===== src/rtl/seq_det_sched_if.sv =====
// Bundle between the frame producers / bit-serial detector and the scheduler.
// The scheduler takes the slave view; the producer and detector side takes the master view.
interface seq_det_sched_if #(
    parameter int NREQ    = 4,
    parameter int FRAME_W = 16,
    parameter int CNT_W   = 5
);
    localparam int IDW = (NREQ > 1) ? $clog2(NREQ) : 1;

    logic [NREQ-1:0]         req;
    logic [NREQ*FRAME_W-1:0] frame;
    logic [NREQ-1:0]         gnt;
    logic                    busy;
    logic                    done;
    logic [IDW-1:0]          done_id;
    logic [CNT_W-1:0]        match_cnt;
    logic                    det_clr;
    logic                    det_vld;
    logic                    det_din;
    logic                    det_hit;

    modport slave (
        input  req, frame, det_hit,
        output gnt, busy, done, done_id, match_cnt, det_clr, det_vld, det_din
    );

    modport master (
        output req, frame, det_hit,
        input  gnt, busy, done, done_id, match_cnt, det_clr, det_vld, det_din
    );
endinterface


===== src/rtl/seq_det_sched.sv =====
// Round-robin scheduler feeding requester frames MSB-first into one shared
// "101" detector and returning the per-frame hit count tagged with the requester id.
module seq_det_sched #(
    parameter int NREQ    = 4,
    parameter int FRAME_W = 16,
    parameter int CNT_W   = 5
) (
    input  logic           clk,
    input  logic           reset,
    seq_det_sched_if.slave bus
);
    localparam int IDW = (NREQ > 1) ? $clog2(NREQ) : 1;
    localparam int BCW = (FRAME_W > 1) ? $clog2(FRAME_W) : 1;

    localparam logic [2:0] ST_IDLE  = 3'd0;
    localparam logic [2:0] ST_CLEAR = 3'd1;
    localparam logic [2:0] ST_SHIFT = 3'd2;
    localparam logic [2:0] ST_DRAIN = 3'd3;
    localparam logic [2:0] ST_DONE  = 3'd4;

    localparam logic [BCW-1:0]   BIT_LAST = BCW'(FRAME_W - 1);
    localparam logic [CNT_W-1:0] CNT_MAX  = {CNT_W{1'b1}};
    localparam logic [IDW-1:0]   ID_LAST  = IDW'(NREQ - 1);

    logic [2:0]         r_state;
    logic [IDW-1:0]     r_last;
    logic [IDW-1:0]     r_id;
    logic [IDW-1:0]     r_done_id;
    logic [FRAME_W-1:0] r_shift;
    logic [BCW-1:0]     r_bitcnt;
    logic [CNT_W-1:0]   r_cnt;
    logic [CNT_W-1:0]   r_match_cnt;
    logic               r_vld_q;
    logic [NREQ-1:0]    r_gnt;
    logic               r_busy;
    logic               r_done;
    logic               r_det_clr;
    logic               r_det_vld;
    logic               r_det_din;

    logic               w_any;
    logic               w_take;
    logic [IDW-1:0]     w_idx;
    logic [IDW-1:0]     w_win;
    logic [CNT_W-1:0]   w_cnt_next;
    logic [FRAME_W-1:0] w_frames [NREQ];

    genvar g;
    generate
        for (g = 0; g < NREQ; g++) begin : g_frame_split
            assign w_frames[g] = bus.frame[g*FRAME_W +: FRAME_W];
        end
    endgenerate

    // Round-robin pick: first set request after the last winner, wrapping.
    always_comb begin
        w_any  = 1'b0;
        w_take = 1'b0;
        w_idx  = '0;
        w_win  = '0;
        for (int k = 1; k <= NREQ; k++) begin
            w_idx  = IDW'((int'(r_last) + k) % NREQ);
            w_take = !w_any && bus.req[w_idx];
            w_win  = w_take ? w_idx : w_win;
            w_any  = w_any | bus.req[w_idx];
        end
    end

    // Hit counter next value; vld_q gates hits to the bits this frame presented.
    always_comb begin
        w_cnt_next = r_cnt;
        if (r_vld_q && bus.det_hit && (r_cnt != CNT_MAX)) begin
            w_cnt_next = r_cnt + CNT_W'(1);
        end else begin
            w_cnt_next = r_cnt;
        end
    end

    // Hit counter and valid delay line; the counter restarts on every grant.
    always_ff @(posedge clk or negedge reset) begin
        if (!reset) begin
            r_vld_q <= 1'b0;
            r_cnt   <= '0;
        end else begin
            r_vld_q <= r_det_vld;
            if ((r_state == ST_IDLE) && w_any) begin
                r_cnt <= '0;
            end else begin
                r_cnt <= w_cnt_next;
            end
        end
    end

    // Frame sequencing FSM with registered outputs.
    always_ff @(posedge clk or negedge reset) begin
        if (!reset) begin
            r_state     <= ST_IDLE;
            r_last      <= ID_LAST;
            r_id        <= '0;
            r_done_id   <= '0;
            r_match_cnt <= '0;
            r_shift     <= '0;
            r_bitcnt    <= '0;
            r_gnt       <= '0;
            r_busy      <= 1'b0;
            r_done      <= 1'b0;
            r_det_clr   <= 1'b0;
            r_det_vld   <= 1'b0;
            r_det_din   <= 1'b0;
        end else begin
            r_gnt     <= '0;
            r_det_clr <= 1'b0;
            r_done    <= 1'b0;
            case (r_state)
                ST_IDLE: begin
                    if (w_any) begin
                        r_state   <= ST_CLEAR;
                        r_gnt     <= NREQ'(1) << w_win;
                        r_shift   <= w_frames[w_win];
                        r_id      <= w_win;
                        r_last    <= w_win;
                        r_busy    <= 1'b1;
                        r_det_clr <= 1'b1;
                    end else begin
                        r_state <= ST_IDLE;
                    end
                end
                ST_CLEAR: begin
                    // det_din is its own flop, so the shifter runs one bit ahead of it.
                    r_state   <= ST_SHIFT;
                    r_det_vld <= 1'b1;
                    r_det_din <= r_shift[FRAME_W-1];
                    r_shift   <= {r_shift[FRAME_W-2:0], 1'b0};
                    r_bitcnt  <= '0;
                end
                ST_SHIFT: begin
                    if (r_bitcnt == BIT_LAST) begin
                        r_state   <= ST_DRAIN;
                        r_det_vld <= 1'b0;
                        r_det_din <= 1'b0;
                    end else begin
                        r_bitcnt  <= r_bitcnt + BCW'(1);
                        r_det_din <= r_shift[FRAME_W-1];
                        r_shift   <= {r_shift[FRAME_W-2:0], 1'b0};
                    end
                end
                ST_DRAIN: begin
                    r_state     <= ST_DONE;
                    r_done      <= 1'b1;
                    r_done_id   <= r_id;
                    r_match_cnt <= w_cnt_next;
                end
                ST_DONE: begin
                    r_state <= ST_IDLE;
                    r_busy  <= 1'b0;
                end
                default: begin
                    r_state   <= ST_IDLE;
                    r_busy    <= 1'b0;
                    r_det_vld <= 1'b0;
                    r_det_din <= 1'b0;
                end
            endcase
        end
    end

    assign bus.gnt       = r_gnt;
    assign bus.busy      = r_busy;
    assign bus.done      = r_done;
    assign bus.done_id   = r_done_id;
    assign bus.match_cnt = r_match_cnt;
    assign bus.det_clr   = r_det_clr;
    assign bus.det_vld   = r_det_vld;
    assign bus.det_din   = r_det_din;
endmodule


===== src/flat_wrapper.sv =====
// flat-port wrapper written by rule: the top's interface ports become plain ports
module seq_det_sched_flat 
#(
    parameter int NREQ    = 4,
    parameter int FRAME_W = 16,
    parameter int CNT_W   = 5
)
  (clk, reset, bus_req, bus_frame, bus_det_hit, bus_gnt, bus_busy, bus_done, bus_done_id, bus_match_cnt, bus_det_clr, bus_det_vld, bus_det_din);
  seq_det_sched_if #(.NREQ(NREQ), .FRAME_W(FRAME_W), .CNT_W(CNT_W)) bus_i ();
  input  logic clk;
  input  logic reset;
  input wire logic [$bits(bus_i.req)-1:0] bus_req;
  input wire logic [$bits(bus_i.frame)-1:0] bus_frame;
  input wire logic [$bits(bus_i.det_hit)-1:0] bus_det_hit;
  output wire logic [$bits(bus_i.gnt)-1:0] bus_gnt;
  output wire logic [$bits(bus_i.busy)-1:0] bus_busy;
  output wire logic [$bits(bus_i.done)-1:0] bus_done;
  output wire logic [$bits(bus_i.done_id)-1:0] bus_done_id;
  output wire logic [$bits(bus_i.match_cnt)-1:0] bus_match_cnt;
  output wire logic [$bits(bus_i.det_clr)-1:0] bus_det_clr;
  output wire logic [$bits(bus_i.det_vld)-1:0] bus_det_vld;
  output wire logic [$bits(bus_i.det_din)-1:0] bus_det_din;
  assign bus_i.req = bus_req;
  assign bus_i.frame = bus_frame;
  assign bus_i.det_hit = bus_det_hit;
  assign bus_gnt = bus_i.gnt;
  assign bus_busy = bus_i.busy;
  assign bus_done = bus_i.done;
  assign bus_done_id = bus_i.done_id;
  assign bus_match_cnt = bus_i.match_cnt;
  assign bus_det_clr = bus_i.det_clr;
  assign bus_det_vld = bus_i.det_vld;
  assign bus_det_din = bus_i.det_din;
  seq_det_sched #(.NREQ(NREQ), .FRAME_W(FRAME_W), .CNT_W(CNT_W)) u_core (.clk(clk), .reset(reset), .bus(bus_i));
endmodule

===== config.mk =====
export PLATFORM = sky130hd
export DESIGN_NAME = seq_det_sched_flat
export DESIGN_NICKNAME = d
export VERILOG_FILES = /design/src/rtl/seq_det_sched_if.sv /design/src/rtl/seq_det_sched.sv /design/src/flat_wrapper.sv
export SDC_FILE = /design/constraint.sdc
export NUM_CORES = 1
export LEC_CHECK = 0
export CAP_MARGIN = 40
export CORE_AREA = 2 2 80 82
export CTS_CLUSTER_DIAMETER = 50
export CTS_CLUSTER_SIZE = 12
export DETAILED_ROUTE_END_ITERATION = 10
export DIE_AREA = 0 0 82 84
export PLACE_DENSITY_LB_ADDON = 0.2
export SLEW_MARGIN = 20
export SYNTH_ARGS = -nofsm -noshare
export SYNTH_HDL_FRONTEND = slang
export SYNTH_SLANG_ARGS = --single-unit

===== constraint.sdc =====
create_clock -name clk -period 3.99 [get_ports clk]
set_clock_uncertainty 0.1 [all_clocks]
set_input_delay 0.798 -clock clk [delete_from_list [all_inputs] [get_ports clk]]
set_output_delay 0.798 -clock clk [all_outputs]
set_load 0.02 [all_outputs]

==> out/qor.yml <==
global_routing:
  track_usage: 0.2277
  antenna_found_initial: 0
  grt_start_max_net_pins: 33
  grt_pass1_vias: 2584
  overflow: 0
  grt_first_pass_wirelength_mm: 12.32
floorplan:
  die_w_um: 82
  die_h_um: 84
  io_pins: 87
  coreArea_um2: 6096
  num_rows: 29
  start_util: 0.5031
  die_area_um2: 6888
clock_tree:
  clockBufferDepth: 2
  cts_buffers: 5
  cts_tree: "done"
  clock_sinks: 49
  clk_latency_ns: 0.31
  cts_setup_buffers: 0
  ctsHoldBuffers: 0
  htreeDepth: 2
  cts-root-buf: "clkbuf_8"
  clk_pin_slew_ns: 0.10
  cts_resized: 0
yosys:
  synthFlopType: "dfrtp_1"
  netlist_instances: 315
  ys_seq_area_frac: 0.4007
  avgSynthCellArea_um2: 9.736
  yosys_warnings: 0
  async_reset_ff_frac: 1.000
  synth.ff_latch_count: 49
  syn-cell-area_um2: 3067
  syn-num-nets: 389
  yosysUniqueCellTypes: 49
  synth_edf_count: 0
worst_hold_path:
  hold_path_depth: 0
  hold_class: "flip-flop to flip-flop"
routing:
  wl_per_cell_um: 16.09
  drtIter0Drc: 158
  ant_nets: 0
  wirelength_mm: 7.528
  drc: 0
  drt_first_pass_iters: 4
  num_vias: 2685
  drt-vias-per-instance: 5.737
critical_path:
  start_kind: "input port"
  reg2reg_depth: 6
  critPathRequiredTime_ns: 4.03
  cp_max_fo: 15
  crit_arrival_ns: 2.90
  cp-end-kind: "flip-flop"
  critPathKind: "input port to flip-flop"
cells_and_area:
  design_area_um2: 4023
  nets: 464
  syn_to_final_growth_pct: 31.17
  diodes: 0
  most-common-layout-cells: "85 x clkdlybuf4s50_1, 47 x dfrtp_1, 39 x inv_1"
  drive_above_1_share: 0.1586
  final_common_cell: "clkdlybuf4s50_1"
timing:
  slew_headroom: 0.4737
  timing.fmax_mhz: 350.3
  min_period_over_period: 0.7155
  maxSlewViolCount: 0
  setup_tns_ns: 0
  setup_violations: 0
  hold_viol: 0
  tightestPinTransition_ns: 0.7894
  grt_setup_unrepaired: "false"
  period_minus_slack_ns: 2.855
power_and_ir_drop:
  p_per_area_nw_per_um2: 718.4
  power.total_mw: 2.890
  p_leak_nw: 1.673
  peakVddDrop_mv: 0.4064
flow_run:
  cap_violations: 0
placement:
  port_buffers: 86
  placed_cell_area_um2: 3923
  dp.final_hpwl_mm: 5.489
  globalplace.congestion: 0.8187
run_status:
  status: "completed"
synthesized netlist by cell type, types with 2 or more instances:
library cell / instances / area, µm²
a31oi_1: 33 / 206.5
a211oi_2: 17 / 212.7
clkbuf_1: 12 / 45.04
o22ai_1: 17 / 106.4
nand2_1: 17 / 63.81
nand3_1: 2 / 10.01
o21ai_0: 12 / 60.06
mux2_2: 2 / 22.52
ha_1: 3 / 37.54
dfrtp_1: 47 / 1176
nand4_1: 3 / 18.77
nand2b_1: 2 / 12.51
a21oi_1: 5 / 25.02
buf_2: 3 / 15.01
xor2_1: 2 / 17.52
buf_4: 2 / 15.01
mux2i_1: 3 / 30.03
nor2_1: 29 / 108.9
dfstp_2: 2 / 52.55
buf_6: 6 / 67.56
a211oi_1: 13 / 97.59
nor4_4: 2 / 42.54
nor2b_1: 2 / 12.51
a221oi_2: 14 / 210.2
inv_1: 39 / 146.4
and3_1: 3 / 18.77
cells by family (layout without fill, tap and decap cells):
kind of cell / after synthesis / after routing / synth area share
compound gates: 123 / 123 / 0.3370
xor+xnor: 4 / 4 / 0.01387
fa+ha+maj: 3 / 3 / 0.01224
buf+inv: 63 / 139 / 0.09914
flops: 49 / 49 / 0.4007
mux: 5 / 5 / 0.01714
simple gates: 68 / 68 / 0.1200
worst max-delay path, cell delays in order:
cell             delay, ns
clkdlybuf4s50_1       0.53
and2b_1               0.25
or3_4                 0.40
nand2_1               0.10
and2_1                0.65
a211oi_1              0.16
final cells by class:
type,count,area [µm²]
Timing Repair Buffer,92,913.4
Clock buffer,6,82.58
Multi-Input combinational cell,203,1538
Sequential cell,49,1229
Tap cell,77,96.34
Inverter,39,146.4
Fill cell,504,2073
Clock inverter,2,17.52
power by group:
part | total, mW | internal [mW] | switching [mW]
Combinational | 1.64 | 0.726 | 0.915
Sequential | 0.932 | 0.719 | 0.213
Clock | 0.317 | 0.144 | 0.173
Total | 2.89 | 1.59 | 1.30
stage by stage:
step             util  hold slack, ns  setup slack, ns  instances
6_report       0.6599          0.3390            1.135        468
5_1_grt        0.6599          0.3625            1.024        468
4_1_cts        0.6599          0.3416            1.138        468
3_5_place_dp   0.6435          0.3223           0.7853        460
3_3_place_gp   0.6402          0.3130           0.8795        459
2_1_floorplan       -          0.3800            1.868        315
registers in the layout (all words and copies together) (netlist names), 2 cells and up:
signal and flops:
u_core.bus.done_id 2, u_core.bus.match_cnt 5, u_core.r_shift 16, u_core.r_id 2, u_core.r_cnt 5, u_core.r_state 3
u_core.r_last 2, u_core.r_bitcnt 4, u_core.bus.gnt 4
layer usage:
layer  track usage  share of wire
met5             0              0
met4       0.07121          0.017
met3       0.04004          0.034
met2        0.3585           0.49
met1        0.3166           0.45
worst paths after layout:
check / startpoint / end / slack [ns]
worst min-delay path: u_core.bus.det_vld / u_core.r_vld_q / 0.34
worst max register to register: u_core.r_bitcnt[0] / u_core.r_shift[5] / 1.27
max in group asynchronous: reset / u_core.r_last[1] / 2.81
min in group asynchronous: reset / u_core.bus.match_cnt[4] / 0.37
worst min register to register: u_core.bus.det_vld / u_core.r_vld_q / 0.34
worst max-delay path: bus_req[3] / u_core.r_shift[5] / 1.14
No activity file was read; power rests on OpenSTA's default activity.
